--- config.mk ---
export PLATFORM = sky130hd
export DESIGN_NAME = timer_scheduler_flat
export DESIGN_NICKNAME = d
export VERILOG_FILES = /design/src/rtl/timer_scheduler_pkg.sv /design/src/rtl/timer_scheduler_if.sv /design/src/rtl/timer_scheduler_tick_prescaler.sv /design/src/rtl/timer_scheduler.sv /design/src/flat_wrapper.sv
export SDC_FILE = /design/constraint.sdc
export NUM_CORES = 1
export LEC_CHECK = 0
export CAP_MARGIN = 40
export CORE_ASPECT_RATIO = 1.2
export CORE_MARGIN = 5
export CORE_UTILIZATION = 58
export DETAILED_ROUTE_END_ITERATION = 12
export DONT_BUFFER_PORTS = 1
export GPL_ROUTABILITY_DRIVEN = 0
export GPL_TIMING_DRIVEN = 0
export PLACE_DENSITY = 0.76
export RECOVER_POWER = 25
export SLEW_MARGIN = 0
export SYNTH_ARGS = -nofsm -noshare
export SYNTH_HDL_FRONTEND = slang
export SYNTH_SLANG_ARGS = --single-unit
--- constraint.sdc ---
create_clock -name clk_in -period 2 [get_ports clk_in]
set_input_delay 0.2 -clock clk_in [delete_from_list [all_inputs] [get_ports clk_in]]
set_output_delay 0.2 -clock clk_in [all_outputs]
set_load 0.05 [all_outputs]
--- src/rtl/timer_scheduler_pkg.sv ---
// Shared types and helpers for the timer scheduler.
// Contents: channel state enum, config request struct, and the functions
// that derive the prescaler divide ratio and its counter width.
package timer_sched_pkg;

  // The struct is sized for the largest legal build (16 channels, 32-bit
  // periods). Narrower builds zero-extend into it.
  localparam int CFG_CH_W  = 4;
  localparam int CFG_CNT_W = 32;

  typedef enum logic {
    IDLE = 1'b0,
    RUN  = 1'b1
  } ch_state_e;

  typedef struct packed {
    logic [CFG_CH_W-1:0]  ch;
    logic                 start;
    logic                 periodic;
    logic [CFG_CNT_W-1:0] period;
  } cfg_req_t;

  // Clock cycles per base tick.
  function automatic int calc_prescale(input int clk_hz, input int tick_hz);
    return clk_hz / tick_hz;
  endfunction

  // Width of a counter running 0..PRESCALE-1, never below one bit.
  function automatic int calc_prescale_w(input int clk_hz, input int tick_hz);
    int p;
    p = clk_hz / tick_hz;
    return (p > 2) ? $clog2(p) : 1;
  endfunction

endpackage

--- src/rtl/timer_scheduler_if.sv ---
// Configuration port of the timer scheduler: a valid/ready request that
// selects a channel and either starts it with a period or stops it.
// master = requester, slave = scheduler.
interface timer_scheduler_if #(
  parameter int NCH   = 4,
  parameter int CNT_W = 16
);
  localparam int CH_W = (NCH > 1) ? $clog2(NCH) : 1;

  logic             cfg_valid;
  logic             cfg_ready;
  logic [CH_W-1:0]  cfg_ch;
  logic             cfg_start;
  logic             cfg_periodic;
  logic [CNT_W-1:0] cfg_period;

  modport master (
    output cfg_valid,
    output cfg_ch,
    output cfg_start,
    output cfg_periodic,
    output cfg_period,
    input  cfg_ready
  );

  modport slave (
    input  cfg_valid,
    input  cfg_ch,
    input  cfg_start,
    input  cfg_periodic,
    input  cfg_period,
    output cfg_ready
  );
endinterface

--- src/rtl/timer_scheduler_tick_prescaler.sv ---
// Free-running prescaler: divides the board clock by PRESCALE and emits a
// registered one-cycle base tick in the cycle after the counter reaches
// PRESCALE-1.
module tick_prescaler
  import timer_sched_pkg::*;
#(
  parameter int CLK_HZ  = 50000000,
  parameter int TICK_HZ = 4
) (
  input  logic clk_in,
  input  logic reset,
  output logic o_base_tick
);
  localparam int PRESCALE = calc_prescale(CLK_HZ, TICK_HZ);
  localparam int PRESC_W  = calc_prescale_w(CLK_HZ, TICK_HZ);
  localparam logic [PRESC_W-1:0] LAST = PRESC_W'(PRESCALE - 1);

  logic [PRESC_W-1:0] r_cnt;
  logic               r_base_tick;
  logic               w_at_last;

  assign w_at_last   = (r_cnt == LAST);
  assign o_base_tick = r_base_tick;

  // Count 0..PRESCALE-1 and register the wrap as the tick pulse.
  always_ff @(posedge clk_in) begin
    if (reset) begin
      r_cnt       <= '0;
      r_base_tick <= 1'b0;
    end else begin
      r_base_tick <= w_at_last;
      r_cnt       <= w_at_last ? '0 : r_cnt + 1'b1;
    end
  end

endmodule

--- src/rtl/timer_scheduler.sv ---
// Multi-channel timer scheduler: one shared prescaler feeds NCH countdown
// channels, each configured over a valid/ready port for one-shot or
// periodic expiry pulses.
// Optional feature macro: TIMER_SCHED_STICKY_EN adds sticky expire_flag
// outputs cleared by flag_ack (a set beats a simultaneous ack).
module timer_scheduler
  import timer_sched_pkg::*;
#(
  parameter int CLK_HZ  = 50000000,
  parameter int TICK_HZ = 4,
  parameter int NCH     = 4,
  parameter int CNT_W   = 16
) (
  input  logic                clk_in,
  input  logic                reset,
  timer_scheduler_if.slave    cfg,
  output logic                base_tick,
  output logic [NCH-1:0]      expire,
  output logic [NCH-1:0]      busy
`ifdef TIMER_SCHED_STICKY_EN
  ,
  output logic [NCH-1:0]      expire_flag,
  input  logic [NCH-1:0]      flag_ack
`endif
);

  logic           w_base_tick;
  logic           r_cfg_ready;
  logic           w_accept;
  logic           w_load;
  cfg_req_t       w_req;
  logic [NCH-1:0] w_hit;

  tick_prescaler #(
    .CLK_HZ  (CLK_HZ),
    .TICK_HZ (TICK_HZ)
  ) u_prescaler (
    .clk_in      (clk_in),
    .reset       (reset),
    .o_base_tick (w_base_tick)
  );

  assign base_tick     = w_base_tick;
  assign cfg.cfg_ready = r_cfg_ready;
  assign w_accept      = cfg.cfg_valid & r_cfg_ready;

  // Widen the request fields into the package struct.
  always_comb begin
    w_req          = '0;
    w_req.ch       = CFG_CH_W'(cfg.cfg_ch);
    w_req.start    = cfg.cfg_start;
    w_req.periodic = cfg.cfg_periodic;
    w_req.period   = CFG_CNT_W'(cfg.cfg_period);
  end

  // A zero period is treated as a stop.
  assign w_load = w_req.start & (w_req.period != '0);

  // Ready drops for one cycle after each accept, spacing accepts 2 apart.
  always_ff @(posedge clk_in) begin
    if (reset) begin
      r_cfg_ready <= 1'b0;
    end else begin
      r_cfg_ready <= ~w_accept;
    end
  end

  generate
    for (genvar gi = 0; gi < NCH; gi++) begin : g_ch
      ch_state_e        r_state;
      ch_state_e        w_state_next;
      logic [CNT_W-1:0] r_remaining;
      logic [CNT_W-1:0] w_remaining_next;
      logic [CNT_W-1:0] r_period;
      logic [CNT_W-1:0] w_period_next;
      logic             r_periodic;
      logic             w_periodic_next;
      logic             r_expire;
      logic             w_expire_next;
      logic             w_busy;

      assign w_hit[gi] = w_accept & (w_req.ch == CFG_CH_W'(gi));

      // Channel state register with its counter, period and mode.
      always_ff @(posedge clk_in) begin
        if (reset) begin
          r_state     <= IDLE;
          r_remaining <= '0;
          r_period    <= '0;
          r_periodic  <= 1'b0;
          r_expire    <= 1'b0;
        end else begin
          r_state     <= w_state_next;
          r_remaining <= w_remaining_next;
          r_period    <= w_period_next;
          r_periodic  <= w_periodic_next;
          r_expire    <= w_expire_next;
        end
      end

      // Next state: a config accept overrides any tick in the same cycle.
      always_comb begin
        w_state_next     = r_state;
        w_remaining_next = r_remaining;
        w_period_next    = r_period;
        w_periodic_next  = r_periodic;
        w_expire_next    = 1'b0;
        if (w_hit[gi]) begin
          if (w_load) begin
            w_state_next     = RUN;
            w_remaining_next = w_req.period[CNT_W-1:0];
            w_period_next    = w_req.period[CNT_W-1:0];
            w_periodic_next  = w_req.periodic;
          end else begin
            w_state_next     = IDLE;
            w_remaining_next = '0;
          end
        end else begin
          case (r_state)
            RUN: begin
              if (w_base_tick) begin
                if (r_remaining == CNT_W'(1)) begin
                  w_expire_next = 1'b1;
                  if (r_periodic) begin
                    w_remaining_next = r_period;
                  end else begin
                    w_state_next     = IDLE;
                    w_remaining_next = '0;
                  end
                end else begin
                  w_remaining_next = r_remaining - 1'b1;
                end
              end
            end
            default: begin
              w_state_next = IDLE;
            end
          endcase
        end
      end

      // Outputs: busy follows the state, expire is the registered pulse.
      always_comb begin
        w_busy = (r_state == RUN);
      end

      assign busy[gi]   = w_busy;
      assign expire[gi] = r_expire;
    end
  endgenerate

`ifdef TIMER_SCHED_STICKY_EN
  logic [NCH-1:0] r_expire_flag;

  // Sticky flags: an expire pulse sets, an ack clears, set has priority.
  always_ff @(posedge clk_in) begin
    if (reset) begin
      r_expire_flag <= '0;
    end else begin
      r_expire_flag <= (r_expire_flag & ~flag_ack) | expire;
    end
  end

  assign expire_flag = r_expire_flag;
`endif

endmodule

--- src/flat_wrapper.sv ---
// flat-port wrapper written by rule: the top's interface ports become plain ports
module timer_scheduler_flat import timer_sched_pkg::*;
#(
  parameter int CLK_HZ  = 50000000,
  parameter int TICK_HZ = 4,
  parameter int NCH     = 4,
  parameter int CNT_W   = 16
)
  (clk_in, reset, base_tick, expire, busy, cfg_cfg_valid, cfg_cfg_ch, cfg_cfg_start, cfg_cfg_periodic, cfg_cfg_period, cfg_cfg_ready);
  timer_scheduler_if #(.NCH(NCH), .CNT_W(CNT_W)) cfg_i ();
  input  logic clk_in;
  input  logic reset;
  output logic base_tick;
  output logic [NCH-1:0] expire;
  output logic [NCH-1:0] busy;
  input wire logic [$bits(cfg_i.cfg_valid)-1:0] cfg_cfg_valid;
  input wire logic [$bits(cfg_i.cfg_ch)-1:0] cfg_cfg_ch;
  input wire logic [$bits(cfg_i.cfg_start)-1:0] cfg_cfg_start;
  input wire logic [$bits(cfg_i.cfg_periodic)-1:0] cfg_cfg_periodic;
  input wire logic [$bits(cfg_i.cfg_period)-1:0] cfg_cfg_period;
  output wire logic [$bits(cfg_i.cfg_ready)-1:0] cfg_cfg_ready;
  assign cfg_i.cfg_valid = cfg_cfg_valid;
  assign cfg_i.cfg_ch = cfg_cfg_ch;
  assign cfg_i.cfg_start = cfg_cfg_start;
  assign cfg_i.cfg_periodic = cfg_cfg_periodic;
  assign cfg_i.cfg_period = cfg_cfg_period;
  assign cfg_cfg_ready = cfg_i.cfg_ready;
  timer_scheduler #(.CLK_HZ(CLK_HZ), .TICK_HZ(TICK_HZ), .NCH(NCH), .CNT_W(CNT_W)) u_core (.clk_in(clk_in), .reset(reset), .cfg(cfg_i), .base_tick(base_tick), .expire(expire), .busy(busy));
endmodule
==> results of run 1 <==
==> metal layers <==
layer	up-vias	GRT usage, %	part of all wire (%)
li1	4083	-	-
met1	4085	37.4	38
met2	388	52.5	47
met3	128	5.74	8.2
met4	0	20.0	7.1
met5	-	0	0
==> state kept, by name, indices dropped and copies added, names as in the netlist <==
register	cells
u_core.u_prescaler.r_cnt	24
u_core.g_ch.r_remaining	64
u_core.g_ch.r_periodic	4
u_core.g_ch.r_state	4
u_core.cfg.cfg_ready	1
u_core.g_ch.r_expire	4
u_core.u_prescaler.o_base_tick	1
u_core.g_ch.r_period	64
==> timing repair <==
action	CTS	global route
gates cloned	1	1
pin swaps	18	25
endpoints found under the setup margin	138	113
resized for setup	66	82
buffers inserted	21	15
endpoints found under the hold margin	107	0
hold buffers	16	0
==> metrics by stage <==
step / power, mW / cell area, um^2 / hold WS, ns
after floorplan: 4.27 / 8560 / 0.288
after global placement: 4.46 / 8780 / 0.291
after detailed placement: 4.48 / 8780 / 0.294
after CTS: 7.89 / 9890 / 0.0446
after global routing: 8.28 / 10200 / 0.0804
final: 8.00 / 10200 / 0.0539
==> where the power goes <==
part	internal, mW	switching [mW]
Clock	2.00	1.32
Sequential	3.37	0.0886
Combinational	0.546	0.677
==> synth_stat cells (4+ instances only) <==
cell | count | area share (%)
o21ai_1 | 8 | 0.47
or3_1 | 7 | 0.51
buf_2 | 17 | 1.0
nand2_1 | 179 | 7.9
nand4_1 | 22 | 1.6
nor4_1 | 18 | 1.3
a211oi_1 | 6 | 0.53
nor3_1 | 24 | 1.4
a32o_1 | 4 | 0.47
a31oi_1 | 15 | 1.1
xor2_1 | 24 | 2.5
inv_1 | 16 | 0.70
nor2_1 | 120 | 5.3
o21ai_0 | 33 | 1.9
and4_1 | 7 | 0.72
a311oi_1 | 45 | 4.6
buf_4 | 9 | 0.79
and2_1 | 9 | 0.66
a211o_1 | 10 | 1.0
o32ai_1 | 6 | 0.62
nor4b_1 | 5 | 0.51
a22oi_1 | 12 | 1.1
xnor2_1 | 22 | 2.3
a21oi_1 | 113 | 6.6
o31ai_1 | 5 | 0.44
nand4b_1 | 4 | 0.41
dfxtp_1 | 166 | 39
nand3_1 | 23 | 1.3
o311ai_0 | 4 | 0.41
and3_1 | 26 | 1.9
clkbuf_1 | 56 | 2.5
ha_1 | 9 | 1.3
==> critical path, stage by stage, from the launching register on <==
cell,delay [ns]
dfxtp_4,0.38
or4_4,0.53
o41a_1,0.41
a311o_1,0.35
a32oi_1,0.23
a21oi_1,0.10
==> logic make-up after synthesis <==
| family | Yosys count |
|---|---|
| adders and majority gates | 9 |
| muxes | 2 |
| and+or+nand+nor | 476 |
| buffers and inverters | 103 |
| xor gates and xnor gates | 46 |
| AOI/OAI and AO/OA | 288 |
| DFF | 166 |
==> final timing paths <==
kind                                  from                              to  slack [ns]  depth (start not counted)
max          u_core.g_ch[2].r_remaining[8]  u_core.g_ch[2].r_remaining[12]       -0.11                          5
min                     cfg_cfg_period[13]  u_core.g_ch[1].r_remaining[13]        0.05                          3
max reg2reg  u_core.g_ch[2].r_remaining[8]  u_core.g_ch[2].r_remaining[12]       -0.11                          5
min reg2reg     u_core.g_ch[3].r_period[2]      u_core.g_ch[3].r_period[2]        0.45                          2
==> cell type report <==
class                   count  area [um^2]  share of cell area (%)
clock inverters             8         95.1                   0.932
multi-input cells         822         5130                    50.3
clock buffers              24          502                    4.92
flip-flops and latches    166         3350                    32.9
well taps                 175          219                    2.15
repair buffers             54          443                    4.34
plain buffers              72          393                    3.85
inverters                  17         66.3                   0.650
==> results.md, run 1 <==
Run status:
- The run finished, with violations left.
- The final reports fail on negative setup slack.

Finish:
- The total of fill cells in the finished design is roughly 1,200.
- The post-route netlist has between 15 and 20% of its cells at a drive strength greater than 1.
- The area growth from synthesis to layout is 19.6%.
- Leaving out fill and tap cells, the most frequent cells in the layout are nand2_1, dfxtp_1, nor2_1, a21oi_1.
- The number of antenna repair diodes is 0.
- Leaving out fill and tap cells, the most frequent cell in the layout is nand2_1.
- The final net count is 1,182.
- The post-layout utilization of the core is between 70 and 80%.
- The count of cells in the finished layout, fillers not included, comes to about 1,300.

Setup path:
- The kind of capture point of the worst setup path is a flip-flop.
- The type of element launching the critical path is a flip-flop.
- The highest net fanout along the worst path is 6.
- Data on the critical path is required at its endpoint by between 2 and 2.5 ns.
- The data arrival time at the worst-slack endpoint is 2.42 ns.
- The worst setup path is of the reg2reg kind.

Timing:
- The total count of hold-check failures in the final report is 0.
- Derived from the worst setup path, the maximum achievable clock frequency is about 470 MHz.
- The final-report setup violation count is 5.
- The worst pin sits at a relative slew slack of about half.
- Across the routed clock network, the largest skew measured is about 0.0078 ns.
- The minimum setup slack in the final design is -0.109 ns.
- The minimum clock period after layout is 2.11 ns.
- The count of pins over their slew limit is 0.
- The worst-margin pin slew is between 0.7 and 0.8 ns.
- The final critical path takes up 105% of the cycle.
- The total negative setup slack is -0.205 ns.
- Setup repair after global routing could not meet its margin everywhere.

Floorplan:
- The die boundary width is ~120 um.
- The floorplan step defined a die boundary enclosing 0.0172 mm^2.
- The number of placement rows is 48.
- The standard cell core area is roughly 0.014 mm^2.
- The height of the chip is about 140 um.
- The I/O pin count is 33.
- For this configuration, the core starts out at a cell density of between 50% and 60%.

Clock tree:
- The clock tree from TritonCTS is done.
- The source-to-sink clock delay at the later pin of the worst-skew pair is around 0.44 ns.
- The clock passes through at most 2 buffers.
- The clock sink count is between 150 and 200.
- The cell at the root of the clock tree is clkbuf_16.
- The number of clock buffers inserted by TritonCTS is 17.
- The H-tree level count is 4.
- The clock-pin slew of the registers on the worst-case setup and hold paths is around 0.06 ns.

Global route:
- The global routing usage summed across all routing layers is between 30% and 40%.
- The residual overflow from global routing is 0.
- The pin count of the biggest net entering global routing is 17.
- The wire length of the first global-routing pass is between 40 and 50 mm.
- The via count of the first global-routing pass came to about 8,000.
- The number of antenna violations at the first check in global routing is 0.

Detailed routing:
- The number of optimization iterations in the first detailed-route pass is 6.
- The count of antenna-violating nets left after detailed routing is 0.
- After detailed routing, the average wire length per cell comes to roughly 21 um.
- The number of DRC markers after the initial detailed-route iteration is ~1,100.
- After detailed routing, the number of remaining DRC violations is 0.
- The detailed-route via count is just under 9,000.
- Wires add up to 27.4 mm.
- Using the TritonRoute via totals, the vias-per-cell ratio works out to ~6.5.

Synthesis:
- The mux cell area share after synthesis is less than 1%.
- The xor/xnor cell area share of the yosys netlist is around 4.7%.
- Summing the areas of all compound-gate instances in the mapped netlist gives about 22% of the synthesized area.
- The summed instance area of the synthesized netlist is roughly 0.0085 mm^2.
- The number of register bits inferred by synthesis is roughly 170.
- By area, the combinational part of the netlist is dominated by simple AND/OR/NAND/NOR gates.
- Counting distinct cell types in the post-synthesis netlist gives 66.
- The number of nets produced by synthesis is ~1,100.
- Among all flip-flop cells after synthesis, the most frequent one is dfxtp_1.
- The number of synthesized flops with an enable pin is 0.
- During synthesis, Yosys emitted a total of 0 warnings.
- The proportion of register bits with asynchronous set or reset after synthesis is 0%.
- The synthesized netlist devotes 27.4% of its cell area to simple gates.
- The average instance in the mapped netlist occupies between 7 and 8 um^2.
- The adder-cell share of the synthesized area is between 1 and 1.5%.
- Synthesis produced a netlist whose cell count is roughly 1,100.
- The post-synthesis sequential area ratio is about two fifths.

Job:
- Max-cap violations in this run came to 0.

Power and ir drop:
- The total power per unit cell area is ~800 mW/mm^2.
- The reported leakage power is between 3 and 4 nW.
- IR analysis of the VDD net gives a maximum drop of a little under 600 uV.

Placement:
- The pre-CTS setup slack is -0.512 ns.
- The count of placed standard cells including taps is between 1,000 and 1,500.
- The count of buffers added on input and output ports is 0.
- Once detailed placement completed, the half-perimeter wirelength came to 17.9 mm.

Worst hold path:
- The min-delay analysis places its worst path in the category in2reg.
Power figures use the tool's default switching activity.
==> run 2, diff against run 1 <==
--- a/config.mk
+++ b/config.mk
@@ -19,3 +19,4 @@
 export SYNTH_ARGS = -nofsm -noshare
 export SYNTH_HDL_FRONTEND = slang
 export SYNTH_SLANG_ARGS = --single-unit
+export TNS_END_PERCENT = 50
==> run 2 against run 1 <==
- largest power group unchanged
- final cell count unchanged
- worst hold slack worse by 0.041 ns
- final area up 0.87%
- routed wire length up 0.51%
- sequential power about the same
- highest routed layer unchanged
- utilization up 0.62 points
- clock power up 2%
- sequential share of layout area down 0.26 points
- the run still ends with negative setup slack left
- largest cell class unchanged
- combinational power about the same
- count of clock-buffer cells in the layout down 5
==> results.md, run 2 (synthesis results as in run 1) <==
Run status:
- Status: finished with violations (unchanged).
- Violations in the final reports: negative setup slack (unchanged).

Timing:
- RSZ-0062 raised after global routing: true (unchanged).
- The minimum clock period after layout is 2.07 ns (was 2.11 ns).
- The final clock skew is 0.00687 ns (was 0.00775 ns).
- The total count of hold-check failures in the final report is 0 (unchanged).
- The minimum setup slack in the final design is -0.0695 ns (was -0.109 ns).
- The count of pins over their slew limit came to 0 (unchanged).
- The upper clock frequency limit came to 483 MHz (was 474 MHz).
- The final-report setup violation count is 5 (unchanged).
- The final clock period utilization by the worst path is 103% (was 105%).
- The worst-margin pin slew is 0.869 ns (was 0.763 ns).
- The remaining max-slew budget at the tightest pin is 42.1% (was 49.1%).
- The minimum hold slack is 0.0125 ns (was 0.0539 ns).

Detailed routing:
- The mean number of vias per cell was 6.52 (was 6.49).
- The average detailed-routed wire length per instance is 20.6 um (was 20.5 um).
- The number of optimization iterations in the first detailed-route pass is 5 (was 6).
- The count of antenna-violating nets left after detailed routing is 0 (unchanged).
- The total routed wirelength is 27.6 mm (was 27.4 mm).
- The final routed DRC violation total is 0 (unchanged).
- The detailed-route via count is 8,725 (was 8,684).
- The number of DRC markers after the initial detailed-route iteration is 993 (was 1,125).

Setup path:
- The type of element launching the critical path is a flip-flop (unchanged).
- The internal reg-to-reg setup slack came to -0.07 ns (was -0.11 ns).
- The critical path class is reg2reg (unchanged).
- The highest net fanout along the worst path came to 5 (was 6).
- The required time at the worst-slack endpoint was 2.34 ns (was 2.31 ns).
- The reg-to-reg endpoint is u_core.g_ch[2].r_remaining[9] (was u_core.g_ch[2].r_remaining[12]).
- The startpoint of the lowest-slack register-to-register path is u_core.g_ch[2].r_remaining[1] (was u_core.g_ch[2].r_remaining[8]).
- The data arrival time at the worst-slack endpoint was 2.41 ns (was 2.42 ns).
- The kind of capture point of the worst setup path is a flip-flop (unchanged).
- The worst-case reg-to-reg path depth was 6 (was 5).

Power and ir drop:
- The post-layout total power is 8.07 mW (was 8.00 mW).
- The reported leakage power was 3.69 nW (was 3.67 nW).
- The worst ir drop on vdd is 645 uV (was 593 uV).
- The total power per unit cell area is 784 mW/mm^2 (about the same).

Global route:
- The residual overflow from global routing is 0 (unchanged).
- The via count of the first global-routing pass is 7,996 (was 8,041).
- The pin count of the biggest net entering global routing is 17 (unchanged).
- The number of antenna violations at the first check in global routing was 0 (unchanged).
- The global routing usage summed across all routing layers is 31.4% (was 31.5%).
- The wire length of the first global-routing pass is 42.7 mm (unchanged).

Finish:
- The final net count came to 1,182 (unchanged).
- The summed area of non-filler cells in the final layout came to 0.0103 mm^2 (was 0.0102 mm^2).
- Most frequent cells in the layout: nand2_1, dfxtp_1, nor2_1, a21oi_1, clkbuf_1 (was nand2_1, dfxtp_1, nor2_1, a21oi_1).
- The number of antenna repair diodes was 0 (unchanged).
- The post-layout utilization of the core is 71.4% (was 70.8%).
- The most common cell after layout, fill and taps aside was nand2_1 (unchanged).
- The total of fill cells in the finished design is 1,146 (was 1,174).
- Top Registers: u_core.g_ch.r_period x64, u_core.g_ch.r_remaining x64, u_core.u_prescaler.r_cnt x24 (unchanged).
- The post-synthesis to final-layout area growth was 20.7% (was 19.6%).
- The number of cells in the finished layout apart from fillers is 1,338 (unchanged).
- The layout cell share with drive strength beyond 1 came to 17.4% (was 16.3%).

Floorplan:
- The height of the chip came to 143 um (unchanged).
- The standard cell core area was 0.0144 mm^2 (unchanged).
- The die boundary width was 121 um (unchanged).
- The floorplan die area is 0.0172 mm^2 (unchanged).
- The I/O pin count came to 33 (unchanged).
- The effective utilization at floorplan came to 59.2% (unchanged).
- The number of placement rows is 48 (unchanged).

Worst hold path:
- The launch point of the worst hold path is cfg_cfg_period[11] (was cfg_cfg_period[13]).
- The worst hold path class was in2reg (unchanged).
- The cell count of the worst hold path is 2 (was 3).
- The end of the worst hold path is u_core.g_ch[3].r_remaining[11] (was u_core.g_ch[1].r_remaining[13]).

Placement:
- The post-placement cell area is 0.00877 mm^2 (was 0.00878 mm^2).
- The count of input and output buffers is 0 (unchanged).
- The half-perimeter wire length after detailed placement came to 17.8 mm (was 17.9 mm).
- The count of placed standard cells including taps is 1,266 (unchanged).

Clock tree:
- The H-tree level count is 4 (unchanged).
- The number of clock buffers inserted by TritonCTS is 17 (unchanged).
- The cell at the root of the clock tree is clkbuf_16 (unchanged).
- The clock sink count is 166 (unchanged).
- The clock-pin slew of the registers on the worst-case setup and hold paths is 0.07 ns (was 0.06 ns).
- The number of buffers on the longest clock path was 2 (unchanged).
- The source-to-sink clock delay at the later pin of the worst-skew pair was 0.44 ns (about the same).
- The clock tree from TritonCTS is done (unchanged).

Job:
- The number of max-cap violations is 0 (unchanged).
-- run 2: changes by cell type in the layout (fill, tap and decap cells not counted), sizes merged --
cell | previous run | this run
clkinvlp | 2 | 3
clkbuf | 81 | 77
clkinv | 5 | 7
bufinv | 2 | 3
nor2 | 121 | 120
inv | 16 | 17
-- run 2: worst max-delay path, stage by stage, from the launching register on --
cell and delay, ns:
dfxtp_4 0.36, buf_6 0.12, or4_4 0.60, nor4_2 0.21
xnor2_1 0.13, a211o_1 0.31, a311oi_1 0.25
-- run 2: final cells by class --
class / instances / area (um^2) / area share (%)
tap: 175 / 219 / 2.13
sequential: 166 / 3360 / 32.6
timing repair buffer: 52 / 455 / 4.42
multi-input combinational: 821 / 5210 / 50.6
inverter: 17 / 66.3 / 0.644
buffer: 75 / 393 / 3.82
clock inverter: 13 / 155 / 1.51
clock buffer: 19 / 443 / 4.30
-- run 2: how the worst max path moves through the flow --
stage | startpoint | cells after the start | endpoint
6_report | u_core.g_ch[2].r_remaining[1] | 6 | u_core.g_ch[2].r_remaining[9]
2_1_floorplan | u_core.g_ch[2].r_remaining[7] | 6 | u_core.g_ch[2].r_remaining[12]
5_1_grt | u_core.g_ch[2].r_remaining[1] | 6 | u_core.g_ch[2].r_remaining[9]
4_1_cts | u_core.g_ch[2].r_remaining[1] | 7 | u_core.g_ch[2].r_remaining[12]
3_3_place_gp | u_core.g_ch[2].r_remaining[0] | 7 | u_core.g_ch[2].r_remaining[10]
3_5_place_dp | u_core.g_ch[2].r_remaining[0] | 7 | u_core.g_ch[2].r_remaining[10]
-- run 2: stage by stage --
step	setup slack (ns)	TNS, ns
6_report	-0.0695	-0.160
5_1_grt	-0.107	-0.830
4_1_cts	-0.0470	-0.0619
3_5_place_dp	-0.515	-36.75
3_3_place_gp	-0.531	-32.75
2_1_floorplan	-0.0151	-0.0151
-- run 2: metal layers --
layer | vias to the layer above | wire [um] | track usage (%)
met2 | 407 | 13000 | 50.7
li1 | 4086 | - | -
met3 | 110 | 2080 | 6.58
met1 | 4122 | 11000 | 38.7
met4 | 0 | 1550 | 18.7
met5 | - | 0 | 0
-- run 2: repair_timing --
action / in CTS / in global routing
buffers inserted: 14 / 20
endpoints found under the hold margin: 108 / 0
gates cloned: 0 / 1
resized for setup: 68 / 101
endpoints found under the setup margin: 133 / 118
pin swaps: 14 / 39
hold buffers: 16 / 0
-- run 2: report_power, final --
group,leakage (nW),switching [mW],internal (mW)
clock,0.289,1.40,1.99
combinational,2.05,0.688,0.545
sequential,1.35,0.0877,3.36
total,3.69,2.17,5.90
==> run 3, diff against run 2 <==
--- a/config.mk
+++ b/config.mk
@@ -12,7 +12,6 @@
 export DETAILED_ROUTE_END_ITERATION = 12
 export DONT_BUFFER_PORTS = 1
 export GPL_ROUTABILITY_DRIVEN = 0
-export GPL_TIMING_DRIVEN = 0
 export PLACE_DENSITY = 0.76
 export RECOVER_POWER = 25
 export SLEW_MARGIN = 0
==> run 3 against run 2 <==
- the run ends with negative hold slack, negative setup slack left
- die area is the same
- clock power rose by 3%
- worst hold slack lost 0.18 ns
- routed wire length fell by 7.7%
- combinational power shrank 11%
- largest power group is now the clock network
==> results.md, run 3 (synthesis results as in run 1) <==
Floorplan:
- The floorplan die area is 0.0172 mm^2 (unchanged).
- The effective utilization at floorplan is 59.2% (unchanged).
- The die boundary width is 121 um (unchanged).
- The standard cell core area is 0.0144 mm^2 (unchanged).
- The I/O pin count is 33 (unchanged).
- The number of placement rows is 48 (unchanged).
- The height of the chip is 143 um (unchanged).

Global route:
- The pin count of the biggest net entering global routing is 136 (was 17).
- The number of antenna violations at the first check in global routing came to 0 (unchanged).
- The wire length of the first global-routing pass is 40.8 mm (was 42.7 mm).
- The residual overflow from global routing was 0 (unchanged).
- The global routing usage summed across all routing layers was 29.3% (was 31.4%).
- The via count of the first global-routing pass is 8,101 (was 7,996).

Placement:
- The count of input and output buffers is 0 (unchanged).
- The pre-CTS setup slack is -0.0655 ns (was -0.515 ns).
- The half-perimeter wire length after detailed placement was 15.8 mm (was 17.8 mm).
- The post-placement cell area is 0.00911 mm^2 (was 0.00877 mm^2).

Setup path:
- The critical path class is reg2reg (unchanged).
- The kind of capture point of the worst setup path is a flip-flop (unchanged).
- The highest net fanout along the worst path came to 11 (was 5).
- The type of element launching the critical path is a flip-flop (unchanged).
- The startpoint of the lowest-slack register-to-register path is u_core.cfg.cfg_ready (was u_core.g_ch[2].r_remaining[1]).
- The data arrival time at the worst-slack endpoint came to 2.42 ns (was 2.41 ns).
- The reg-to-reg endpoint is u_core.g_ch[3].r_period[6] (was u_core.g_ch[2].r_remaining[9]).
- The worst-case reg-to-reg path depth is 7 (was 6).
- The required time at the worst-slack endpoint came to 2.37 ns (was 2.34 ns).
- The internal reg-to-reg setup slack is -0.05 ns (was -0.07 ns).

Worst hold path:
- The end of the worst hold path is u_core.g_ch[1].r_period[2] (was u_core.g_ch[3].r_remaining[11]).
- The cell count of the worst hold path is 1 (was 2).
- The worst hold path class is in2reg (unchanged).
- The launch point of the worst hold path is reset (was cfg_cfg_period[11]).

Finish:
- The summed area of non-filler cells in the final layout is 0.0102 mm^2 (was 0.0103 mm^2).
- Top Registers: u_core.g_ch.r_period x64, u_core.g_ch.r_remaining x64, u_core.u_prescaler.r_cnt x24 (unchanged).
- The most common cell after layout, fill and taps aside is nand2_1 (unchanged).
- The layout cell share with drive strength beyond 1 is 15.9% (was 17.4%).
- The total of fill cells in the finished design was 1,139 (was 1,146).
- The post-synthesis to final-layout area growth is 20.0% (was 20.7%).
- Most frequent cells in the layout: nand2_1, dfxtp_1, nor2_1, a21oi_1, buf_4 (was nand2_1, dfxtp_1, nor2_1, a21oi_1, clkbuf_1).
- The final net count was 1,177 (was 1,182).

Power and ir drop:
- The reported leakage power is 3.79 nW (was 3.69 nW).
- The worst ir drop on vdd is 612 uV (was 645 uV).
- The total power per unit cell area was 783 mW/mm^2 (was 784 mW/mm^2).
- The post-layout total power was 8.02 mW (was 8.07 mW).

Timing:
- The final clock skew is 0.0106 ns (was 0.00687 ns).
- The count of pins over their slew limit is 0 (unchanged).
- The final clock period utilization by the worst path was 102% (was 103%).
- The remaining max-slew budget at the tightest pin came to 53.3% (was 42.1%).
- The upper clock frequency limit was 489 MHz (was 483 MHz).
- The minimum setup slack in the final design is -0.0456 ns (was -0.0695 ns).
- RSZ-0062 raised after global routing: true (unchanged).
- The minimum hold slack is -0.167 ns (was 0.0125 ns).
- The worst-margin pin slew came to 0.700 ns (was 0.869 ns).
- The minimum clock period after layout is 2.05 ns (was 2.07 ns).
- The total count of hold-check failures in the final report was 113 (was 0).
- The final-report setup violation count is 11 (was 5).

Detailed routing:
- The final routed DRC violation total is 0 (unchanged).
- The detailed-route via count was 8,524 (was 8,725).
- The mean number of vias per cell was 6.39 (was 6.52).
- The number of optimization iterations in the first detailed-route pass is 5 (unchanged).
- The count of antenna-violating nets left after detailed routing is 0 (unchanged).
- The average detailed-routed wire length per instance is 19.1 um (was 20.6 um).
- The total routed wirelength is 25.5 mm (was 27.6 mm).
- The number of DRC markers after the initial detailed-route iteration is 910 (was 993).

Clock tree:
- The source-to-sink clock delay at the later pin of the worst-skew pair is 0.43 ns (was 0.44 ns).
- The clock sink count came to 166 (unchanged).
- The number of clock buffers inserted by TritonCTS is 17 (unchanged).
- The count of hold buffers inserted by post-cts repair is 24 (was 16).
- The clock-pin slew of the registers on the worst-case setup and hold paths was 0.07 ns (about the same).
- The clock tree from TritonCTS was done (unchanged).
- The H-tree level count is 4 (unchanged).
- The number of buffers on the longest clock path is 2 (unchanged).
- The cell at the root of the clock tree is clkbuf_16 (unchanged).

Run status:
- Status: finished with violations (unchanged).
- Violations in the final reports: negative hold slack, negative setup slack (was negative setup slack).

Job:
- The number of max-cap violations is 0 (unchanged).
[run 3: changes by cell type in the layout (fill, tap and decap cells not counted), sizes merged]
cell         previous run  this run
dlygate4sd3            16        24
clkinv                  7         6
buf                    53        92
diode                   0         1
bufinv                  3         4
clkbuf                 77        25
[run 3: power breakdown]
part | internal, mW | switching [mW]
Combinational | 0.537 | 0.565
Sequential | 3.37 | 0.0680
Clock | 2.09 | 1.40
[run 3: metrics by stage]
stage | hold WS (ns) | TNS (ns) | util, % | std cells
3_5_place_dp | 0.281 | -0.175 | 63.2 | 1269
4_1_cts | -0.176 | 0 | 69.3 | 1325
5_1_grt | -0.165 | -0.909 | 71.0 | 1333
2_1_floorplan | 0.288 | -0.0151 | - | 1090
6_report | -0.167 | -0.130 | 71.1 | 1334
3_3_place_gp | 0.278 | 0 | 63.2 | 1269
[run 3: layout make-up]
cell class	instances	area, um^2	share of cell area, %
clock inverter	13	180	1.76
inverter	17	63.8	0.623
timing repair buffer	122	1040	10.2
antenna	1	2.50	0.0244
sequential	166	3340	32.6
clock buffer	19	433	4.23
multi-input combinational	821	4960	48.5
tap	175	219	2.14
[run 3: worst max-delay path: stages (launching register included)]
cell and delay [ns]:
dfxtp_1 0.39, buf_4 0.17, and4_4 0.21, and3_4 0.23
buf_12 0.14, nand2_1 0.11, a21oi_2 0.16, dlygate4sd3_1 0.57
[run 3: how the worst max path moves through the flow]
stage / depth (start not counted) / to / startpoint / slack (ns)
6_report: 7 / u_core.g_ch[3].r_period[6] / u_core.cfg.cfg_ready / -0.05
5_1_grt: 8 / u_core.g_ch[3].r_remaining[12] / u_core.g_ch[3].r_remaining[1] / -0.1
4_1_cts: 7 / u_core.g_ch[1].r_remaining[0] / u_core.g_ch[1].r_remaining[0] / 0.001
3_3_place_gp: 7 / u_core.g_ch[2].r_remaining[12] / u_core.g_ch[2].r_remaining[0] / 0.05
3_5_place_dp: 7 / u_core.g_ch[1].r_remaining[0] / u_core.g_ch[1].r_remaining[0] / -0.07
2_1_floorplan: 6 / u_core.g_ch[2].r_remaining[12] / u_core.g_ch[2].r_remaining[7] / -0.02
[run 3: layer usage]
| layer | GRT usage [%] | vias up | share of wire, % |
|---|---|---|---|
| li1 | - | 4064 | - |
| met1 | 36.1 | 3990 | 40 |
| met2 | 47.1 | 356 | 47 |
| met3 | 6.02 | 114 | 7.1 |
| met4 | 18.3 | 0 | 5.9 |
| met5 | 0 | - | 0 |
[run 3: repair_timing]
| action | CTS | global route |
|---|---|---|
| hold endpoints to repair | 136 | 113 |
| gates cloned | 0 | 2 |
| pin swaps | 0 | 19 |
| setup buffers | 0 | 6 |
| endpoints found under the setup margin | 13 | 62 |
| resized for setup | 6 | 49 |
